--- config.mk ---
export PLATFORM = sky130hd
export DESIGN_NAME = instr_fetch
export DESIGN_NICKNAME = d
export VERILOG_FILES = /design/src/rtl/instr_fetch.sv
export SDC_FILE = /design/constraint.sdc
export NUM_CORES = 1
export LEC_CHECK = 0
export CAP_MARGIN = 20
export CORE_MARGIN = 2
export CORE_UTILIZATION = 54
export CTS_BUF_LIST = sky130_fd_sc_hd__clkbuf_16
export DETAILED_ROUTE_END_ITERATION = 12
export PLACE_DENSITY = 0.82
export REMOVE_ABC_BUFFERS = 1
export SYNTH_ARGS = -nofsm -noshare
export SYNTH_HDL_FRONTEND = slang
export SYNTH_SLANG_ARGS = --single-unit
--- constraint.sdc ---
create_clock -name clk -period 3.9 [get_ports clk]
set_input_delay 0.78 -clock clk [delete_from_list [all_inputs] [get_ports clk]]
set_output_delay 0.78 -clock clk [all_outputs]
set_load 0.02 [all_outputs]
--- src/rtl/instr_fetch.sv ---
// Fetch stage: owns the PC, drives the combinational program ROM and assembles
// one- and two-word instructions into a registered valid/ready output slot.
module instr_fetch #(
    parameter logic [15:0] RESET_PC     = 16'h0000,
    parameter logic [9:0]  IMM_SRC_MASK = 10'h3ff,
    parameter logic [9:0]  IMM_SRC_CODE = 10'h3a0,
    parameter logic [4:0]  BR_OPC       = 5'b11100,
    parameter logic [4:0]  FETCH_OPC    = 5'b11010
) (
    input  logic        clk,
    input  logic        reset_n,
    output logic [15:0] rom_addr,
    input  logic [15:0] rom_data,
    output logic [15:0] ins,
    output logic [15:0] ins_imm,
    output logic        ins_two,
    output logic [15:0] ins_pc,
    output logic        ins_valid,
    input  logic        ins_ready,
    input  logic        redirect,
    input  logic [15:0] redirect_addr
);

    localparam logic [1:0] S_FETCH1 = 2'd0;
    localparam logic [1:0] S_FETCH2 = 2'd1;
    localparam logic [1:0] S_STALL  = 2'd2;

    logic [15:0] pc_q, pc_d;
    logic [1:0]  state_q, state_d;
    logic        resume2_q, resume2_d;
    logic [15:0] ins_q, ins_d;
    logic [15:0] ins_imm_q, ins_imm_d;
    logic        ins_two_q, ins_two_d;
    logic [15:0] ins_pc_q, ins_pc_d;
    logic        ins_valid_q, ins_valid_d;
    logic [15:0] w0_q, w0_d;
    logic [15:0] w0_pc_q, w0_pc_d;

    logic        out_free;
    logic        act_fetch2;
    logic [15:0] pc_inc;

    function automatic logic is_two_word(input logic [15:0] w);
        return ((w[9:0] & IMM_SRC_MASK) == IMM_SRC_CODE) ||
               (w[15:11] == BR_OPC) || (w[15:11] == FETCH_OPC);
    endfunction

    assign rom_addr  = pc_q;
    assign ins       = ins_q;
    assign ins_imm   = ins_imm_q;
    assign ins_two   = ins_two_q;
    assign ins_pc    = ins_pc_q;
    assign ins_valid = ins_valid_q;

    assign out_free   = !ins_valid_q || ins_ready;
    // A stalled fetch resumes as whichever half it was working on.
    assign act_fetch2 = (state_q == S_FETCH2) || ((state_q == S_STALL) && resume2_q);
    assign pc_inc     = pc_q + 16'd1;

    always_comb begin
        // NOTE: every _d gets a hold default first so no path leaves it unassigned (no latches).
        pc_d        = pc_q;
        state_d     = state_q;
        resume2_d   = resume2_q;
        ins_d       = ins_q;
        ins_imm_d   = ins_imm_q;
        ins_two_d   = ins_two_q;
        ins_pc_d    = ins_pc_q;
        ins_valid_d = ins_valid_q;
        w0_d        = w0_q;
        w0_pc_d     = w0_pc_q;

        if (redirect) begin
            pc_d        = redirect_addr;
            state_d     = S_FETCH1;
            resume2_d   = 1'b0;
            ins_valid_d = 1'b0;
        end else if (!out_free) begin
            state_d   = S_STALL;
            resume2_d = act_fetch2;
        end else if (act_fetch2) begin
            ins_d       = w0_q;
            ins_imm_d   = rom_data;
            ins_two_d   = 1'b1;
            ins_pc_d    = w0_pc_q;
            ins_valid_d = 1'b1;
            pc_d        = pc_inc;
            state_d     = S_FETCH1;
            resume2_d   = 1'b0;
        end else if (is_two_word(rom_data)) begin
            w0_d        = rom_data;
            w0_pc_d     = pc_q;
            ins_valid_d = 1'b0;
            pc_d        = pc_inc;
            state_d     = S_FETCH2;
            resume2_d   = 1'b0;
        end else begin
            ins_d       = rom_data;
            ins_imm_d   = 16'h0000;
            ins_two_d   = 1'b0;
            ins_pc_d    = pc_q;
            ins_valid_d = 1'b1;
            pc_d        = pc_inc;
            state_d     = S_FETCH1;
            resume2_d   = 1'b0;
        end
    end

    // NOTE: state registers use non-blocking assignments so every flop samples pre-edge values.
    always_ff @(posedge clk) begin
        if (!reset_n) begin
            pc_q        <= RESET_PC;
            state_q     <= S_FETCH1;
            resume2_q   <= 1'b0;
            ins_q       <= 16'h0000;
            ins_imm_q   <= 16'h0000;
            ins_two_q   <= 1'b0;
            ins_pc_q    <= 16'h0000;
            ins_valid_q <= 1'b0;
            w0_q        <= 16'h0000;
            w0_pc_q     <= 16'h0000;
        end else begin
            pc_q        <= pc_d;
            state_q     <= state_d;
            resume2_q   <= resume2_d;
            ins_q       <= ins_d;
            ins_imm_q   <= ins_imm_d;
            ins_two_q   <= ins_two_d;
            ins_pc_q    <= ins_pc_d;
            ins_valid_q <= ins_valid_d;
            w0_q        <= w0_d;
            w0_pc_q     <= w0_pc_d;
        end
    end

endmodule

==> results.yml, run 1 <==
power:
  p_sw_share_pct: 23.79
  p_comb_share_pct: 13.3
  powerDensity_nw_per_um2: 403.0
  p_clk_share_pct: 41.2
  total_power_w: 0.002429
  sequentialPowerShare_pct: 45.5
  peakVddDrop_mv: 0.2948
  leakagePower_nw: 2.243
  switchingPower_w: 0.0005779
  p_int_w: 0.001851
sta:
  fin_crit_ps: 2886
  skew_ps: 4.545
  relSlewSlack_pct: 43.73
  period_share_pct: 73.99
  fmax_mhz: 346.5
  worst_slew_pin_slew_ps: 844.1
  drv_slew: 0
  grt_setup_unrepaired: "false"
  setup_viol_count_final: 0
  final-hold-violation-count: 0
hold_path:
  holdPathStages: 2
  hold_path_startpoint: "ins[5]"
  hold_path_end: "ins[5]"
  holdCritPathClass: "flop to flop"
cells_and_area:
  insertedDiodeCount: 0
  multi_input_area_sq_um: 2386
  seq_area_sq_um: 2022
  syn_to_final_growth_pct: 31.29
  fillers: 584
  nets: 611
  design_area_sq_um: 6027
  final_core_util_pct: 73.35
  drive_gt1_share_pct: 5.872
detailed_routing:
  viasPerCell: 5.885
  route.detailed.drc: 0
  drtAntennaViolNets: 0
  num_vias: 4025
  wl_um: 11280
  drtPass1Iterations: 7
  drt_iter0_markers: 192
  wire_per_inst_um: 16.49
yosys:
  synth_edf_count: 0
  yosysTopAreaCellShare_pct: 44.04
  yosys.cell_types.count: 43
  syn_area_sq_um: 4591
  synth.largest_area_cell: "dfxtp_1"
  synth.avg_cell_area_sq_um: 9.293
  synth_seq_cells: 101
  synth_cells: 494
  ys_async_sr_fraction_pct: 0
  yosysWarnings: 0
  ys.flop_type: "dfxtp_1"
  synthTopCellsByArea: "dfxtp_1, mux2i_1, nand2_1, o211ai_1, nand3b_1"
  ys_seq_area_share_pct: 44.04
clocking:
  cts_tree: "built"
  hold_buffers: 0
  cts_sinks: 101
  ctsResizeCount: 0
  root_buffer: "clkbuf_16"
  cts_buffer_depth: 2
  htree_levels: 3
  cts_buffers: 9
  clk_pin_slew_ps: 70
  postCtsSetupBuffers: 0
  insertion_delay_ps: 330
placement:
  detailed_place_hpwl_um: 7333
  gp_congestion: 0.8011
  io_buffers: 101
  placed_cell_area_sq_um: 5688
critical_path:
  crit_fanout: 18
  reg2regPathDepth: 5
  crit_arrival_ps: 3140
  cp_data_required_time_ps: 4150
  endpoint_kind: "flop"
  setup.worst_path.class: "primary input to flop"
  r2r_end: "w0_q[2]"
  rrSetupSlack_ps: 1350
  rr_startpoint: "state_q[0]"
  start_kind: "primary input"
die:
  initial_utilization_pct: 55.87
  die_area_sq_um: 9254
  die_h_um: 96.20
  rows: 33
  die_w_um: 96.20
  core_area_sq_um: 8217
  io-pin-count: 102
global_routing:
  use_met3_pct: 3.837
  met1_usage_pct: 33.64
  grt_pass1_wl_um: 17930
  grt_busiest_layer: "met2"
  grt_pass1_vias: 3740
  grt_max_degree: 87
  use_met2_pct: 38.19
  antenna_found_initial: 0
  track_usage_pct: 24.62
  gr-total-overflow: 0
run_status:
  status: "complete, no violations"
run:
  maxCapViolCount: 0
worst max path at each step:
stage	endpoint	cells past startpoint	from	slack (ps)
2_1_floorplan	ins[0]	4	state_q[1]	-740
3_3_place_gp	w0_pc_q[9]	6	rom_data[0]	710
3_5_place_dp	w0_pc_q[14]	6	rom_data[13]	660
4_1_cts	w0_pc_q[14]	6	rom_data[13]	1000
5_1_grt	w0_q[2]	6	rom_data[0]	890
6_report	w0_q[2]	6	rom_data[13]	1010
metrics by stage:
step | setup slack, ps | TNS, ps | hold slack (ps) | std cells
2_1_floorplan | -736.6 | -36020 | 434.9 | 451
3_3_place_gp | 705.4 | 0 | 441.4 | 668
3_5_place_dp | 662.8 | 0 | 448.1 | 668
4_1_cts | 1003 | 0 | 462.7 | 684
5_1_grt | 887.5 | 0 | 477.4 | 684
6_report | 1014 | 0 | 458.1 | 684
state kept, by name (all words and copies together), names as in the netlist:
| name | count |
|---|---|
| ins_imm | 16 |
| ins_pc | 16 |
| ins_valid | 1 |
| ins | 16 |
| w0_q | 16 |
| rom_addr | 16 |
| w0_pc_q | 16 |
| state_q | 2 |
| resume2_q | 1 |
| ins_two | 1 |
power groups by stage:
| stage | Clock, W | Sequential [W] | Combinational [W] |
|---|---|---|---|
| final | 0.00100 | 0.00111 | 0.000323 |
| after global placement | 0 | 0.00113 | 0.000315 |
| after floorplan | 0 | 0.00116 | 0.000120 |
| after detailed placement | 0 | 0.00113 | 0.000320 |
| after global routing | 0.00105 | 0.00111 | 0.000348 |
| after CTS | 0.00101 | 0.00111 | 0.000323 |
layer usage:
metal  vias up  share of wire [%]
li1       1940                  -
met1      1899                 45
met2       160                 46
met3        26                7.1
met4         0                2.3
met5         -                  0
synth_stat cells (all sizes together), types with 3 or more instances:
cell type  count
nand2b         9
buf            9
a31oi          6
nand2        108
mux2i         64
dfxtp        101
nor2           3
xnor2          6
clkbuf        34
nand4          6
and2           4
o21ai         14
o211ai        33
or3            6
o211a          5
nand3          8
a21oi          4
and3           3
nand3b        32
a32o          16
cells in the final DEF (no fill, tap or decap), types with 2 or more instances in the layout:
cell,instances
bufinv_16,3
a21oi_1,4
o21ai_0,14
buf_12,4
dfxtp_1,101
o31ai_1,2
nand3b_1,32
a32o_1,16
nand4_1,5
clkinvlp_4,2
buf_4,8
and2_1,4
or4_1,2
inv_1,2
o211ai_1,33
nand2_1,108
nor2_1,3
a31oi_1,6
or3_1,6
clkdlybuf4s50_1,100
mux2i_1,64
xnor2_1,6
clkbuf_16,9
nand3_1,8
o211a_1,5
nand2b_1,9
xor2_1,2
and3_1,3
logic make-up after synthesis:
logic type,share of synthesized area (%)
mux,13.95
xor+xnor,1.526
compound gates,14.66
simple gates,21.18
flops,44.04
fa+ha+maj,0.2725
buf+inv,4.361
critical path, cell delays in order:
cell             delay [ps]
clkdlybuf4s50_1         530
xor2_1                  240
nand4b_1                270
a2111oi_4               790
buf_12                  270
mux2i_1                 250
area by class of cell:
type / count / share of cell area (%)
Timing Repair Buffer: 112 / 18.93
Tap cell: 105 / 2.180
Multi-Input combinational cell: 348 / 39.59
Clock buffer: 9 / 3.737
Sequential cell: 101 / 33.55
Inverter: 2 / 0.1246
Clock inverter: 7 / 1.889
Power figures use the tool's default switching activity.
==> inputs of run 2 (changes only) <==
- CORE_UTILIZATION: 54 -> 46
- PLACE_DENSITY: 0.82 -> 0.74
- clock period: 3.9 -> 2.4 ns (I/O delays scaled with it)
==> run 2 against run 1 <==
Compared with the run above: die area rose by 17%; sequential share of layout area fell by 0.66 points; largest cell class unchanged; final area rose by 2.0%; clock-buffer cell count did not move; clock power rose by 54%; core utilization fell by 10 points; routed wire length fell by 1.1%; total power rose by 59%.
==> results.yml, run 2 (same netlist as run 1, synthesis figures left out) <==
global_routing:
  track_usage_pct: 20.51
  antenna_found_initial: 0
  grt_max_degree: 112
  grt_pass1_wl_um: 18340
  gr-total-overflow: 0
  grt_pass1_vias: 3693
detailed_routing:
  wire_per_inst_um: 15.32
  drt_iter0_markers: 165
  wl_um: 11160
  drtAntennaViolNets: 0
  num_vias: 3969
  viasPerCell: 5.452
  drtPass1Iterations: 4
  route.detailed.drc: 0
critical_path:
  cp_data_required_time_ps: 2670
  setup.worst_path.class: "primary input to flop"
  rrSetupSlack_ps: 470
  start_kind: "primary input"
  endpoint_kind: "flop"
  r2r_end: "rom_addr[12]"
  critPathSlowestCell: "clkdlybuf4s50_1"
  crit_fanout: 10
  crit_chain: "clkdlybuf4s50_1 -> nor4_4 -> nand4_2 -> a2111oi_4 -> buf_4 -> mux2i_1"
  crit_arrival_ps: 2470
  rr_startpoint: "rom_addr[2]"
  reg2regPathDepth: 4
  slowest_delay_ps: 500
  cp-startpoint: "rom_data[1]"
sta:
  relSlewSlack_pct: 66.98
  final-hold-violation-count: 0
  worst_slew_pin_slew_ps: 494.8
  skew_ps: 9.014
  drv_slew: 0
  finalWorstSetupSlack_ps: 196.2
  grt_setup_unrepaired: "false"
  period_share_pct: 91.82
  fmax_mhz: 453.8
  setup_viol_count_final: 0
  fin_crit_ps: 2204
power:
  total_power_w: 0.003864
  peakVddDrop_mv: 0.3459
  leakagePower_nw: 2.305
  powerDensity_nw_per_um2: 628.6
cells_and_area:
  syn_to_final_growth_pct: 33.91
  insertedDiodeCount: 0
  nets: 627
  layout_commonest_cell: "nand2_1"
  drive_gt1_share_pct: 8.235
  fillers: 813
  layout_common_cells: "nand2_1, dfxtp_1, clkdlybuf4s50_1, mux2i_1, o211ai_1"
  final_core_util_pct: 63.18
run_status:
  status: "complete, no violations"
hold_path:
  hold_path_startpoint: "reset_n"
  holdPathStages: 2
  hold_path_end: "state_q[0]"
  holdCritPathClass: "primary input to flop"
clocking:
  ctsResizeCount: 0
  cts_buffer_depth: 2
  cts_sinks: 101
  hold_buffers: 0
  cts_tree: "built"
  htree_levels: 3
  insertion_delay_ps: 340
  root_buffer: "clkbuf_16"
  cts_buffers: 9
  clk_pin_slew_ps: 70
  postCtsSetupBuffers: 0
placement:
  gp_congestion: 0.7591
  detailed_place_hpwl_um: 7542
  place_ws_ps: -141.9
  io_buffers: 101
die:
  initial_utilization_pct: 47.18
  die_area_sq_um: 10800
  die_h_um: 103.9
  io-pin-count: 102
  rows: 36
  core_area_sq_um: 9729
  die_w_um: 103.9
run:
  maxCapViolCount: 0
## run 2: worst max-delay path by stage
stage,to,slack [ps],cells after the start
after floorplan,ins[0],-2240,4
after global placement,w0_pc_q[3],-70,6
after detailed placement,w0_pc_q[1],-140,6
after CTS,w0_pc_q[3],190,6
after global routing,w0_pc_q[4],60,6
final,w0_pc_q[3],200,6
## run 2: final cells by class
| class | instances | area (sq um) | share of cell area (%) |
|---|---|---|---|
| multi-input cells | 348 | 2386 | 38.82 |
| well taps | 133 | 166.4 | 2.707 |
| inverters | 2 | 7.507 | 0.1221 |
| clock buffers | 9 | 225.2 | 3.664 |
| flip-flops and latches | 101 | 2022 | 32.89 |
| clock inverters | 7 | 91.34 | 1.486 |
| repair buffers | 128 | 1249 | 20.31 |
## run 2: per-stage QoR
step | hold slack (ps) | instances | setup TNS (ps) | cell area (sq um)
final | 405.7 | 728 | 0 | 6147
after global routing | 413.8 | 728 | 0 | 6147
after CTS | 398.2 | 728 | 0 | 6147
after detailed placement | 446.0 | 712 | -6221 | 5831
after global placement | 441.5 | 712 | -3621 | 5831
after floorplan | 434.9 | 451 | -138850 | 4398
## run 2: where the power goes
| part | switching, W | leakage [nW] | total [W] | internal [W] |
|---|---|---|---|---|
| combinational | 0.000266 | 1.33 | 0.000534 | 0.000268 |
| sequential | 0.0000570 | 0.823 | 0.00179 | 0.00174 |
| clock | 0.000628 | 0.150 | 0.00154 | 0.000908 |
## run 2: critical path, delay by kind of cell
family,cells,cell delay [ps]
AO/OA/AOI/OAI,1,460
buffers and inverters,2,790
AND/OR/NAND/NOR,2,520
multiplexers,1,220
## run 2: per-layer routing
metal	GRT usage [%]	share of wire, %	wire, um
met1	28.07	46	5181
met2	32.71	47	5291
met3	4.511	5.1	571
met4	5.695	0.99	111
met5	0	0	0
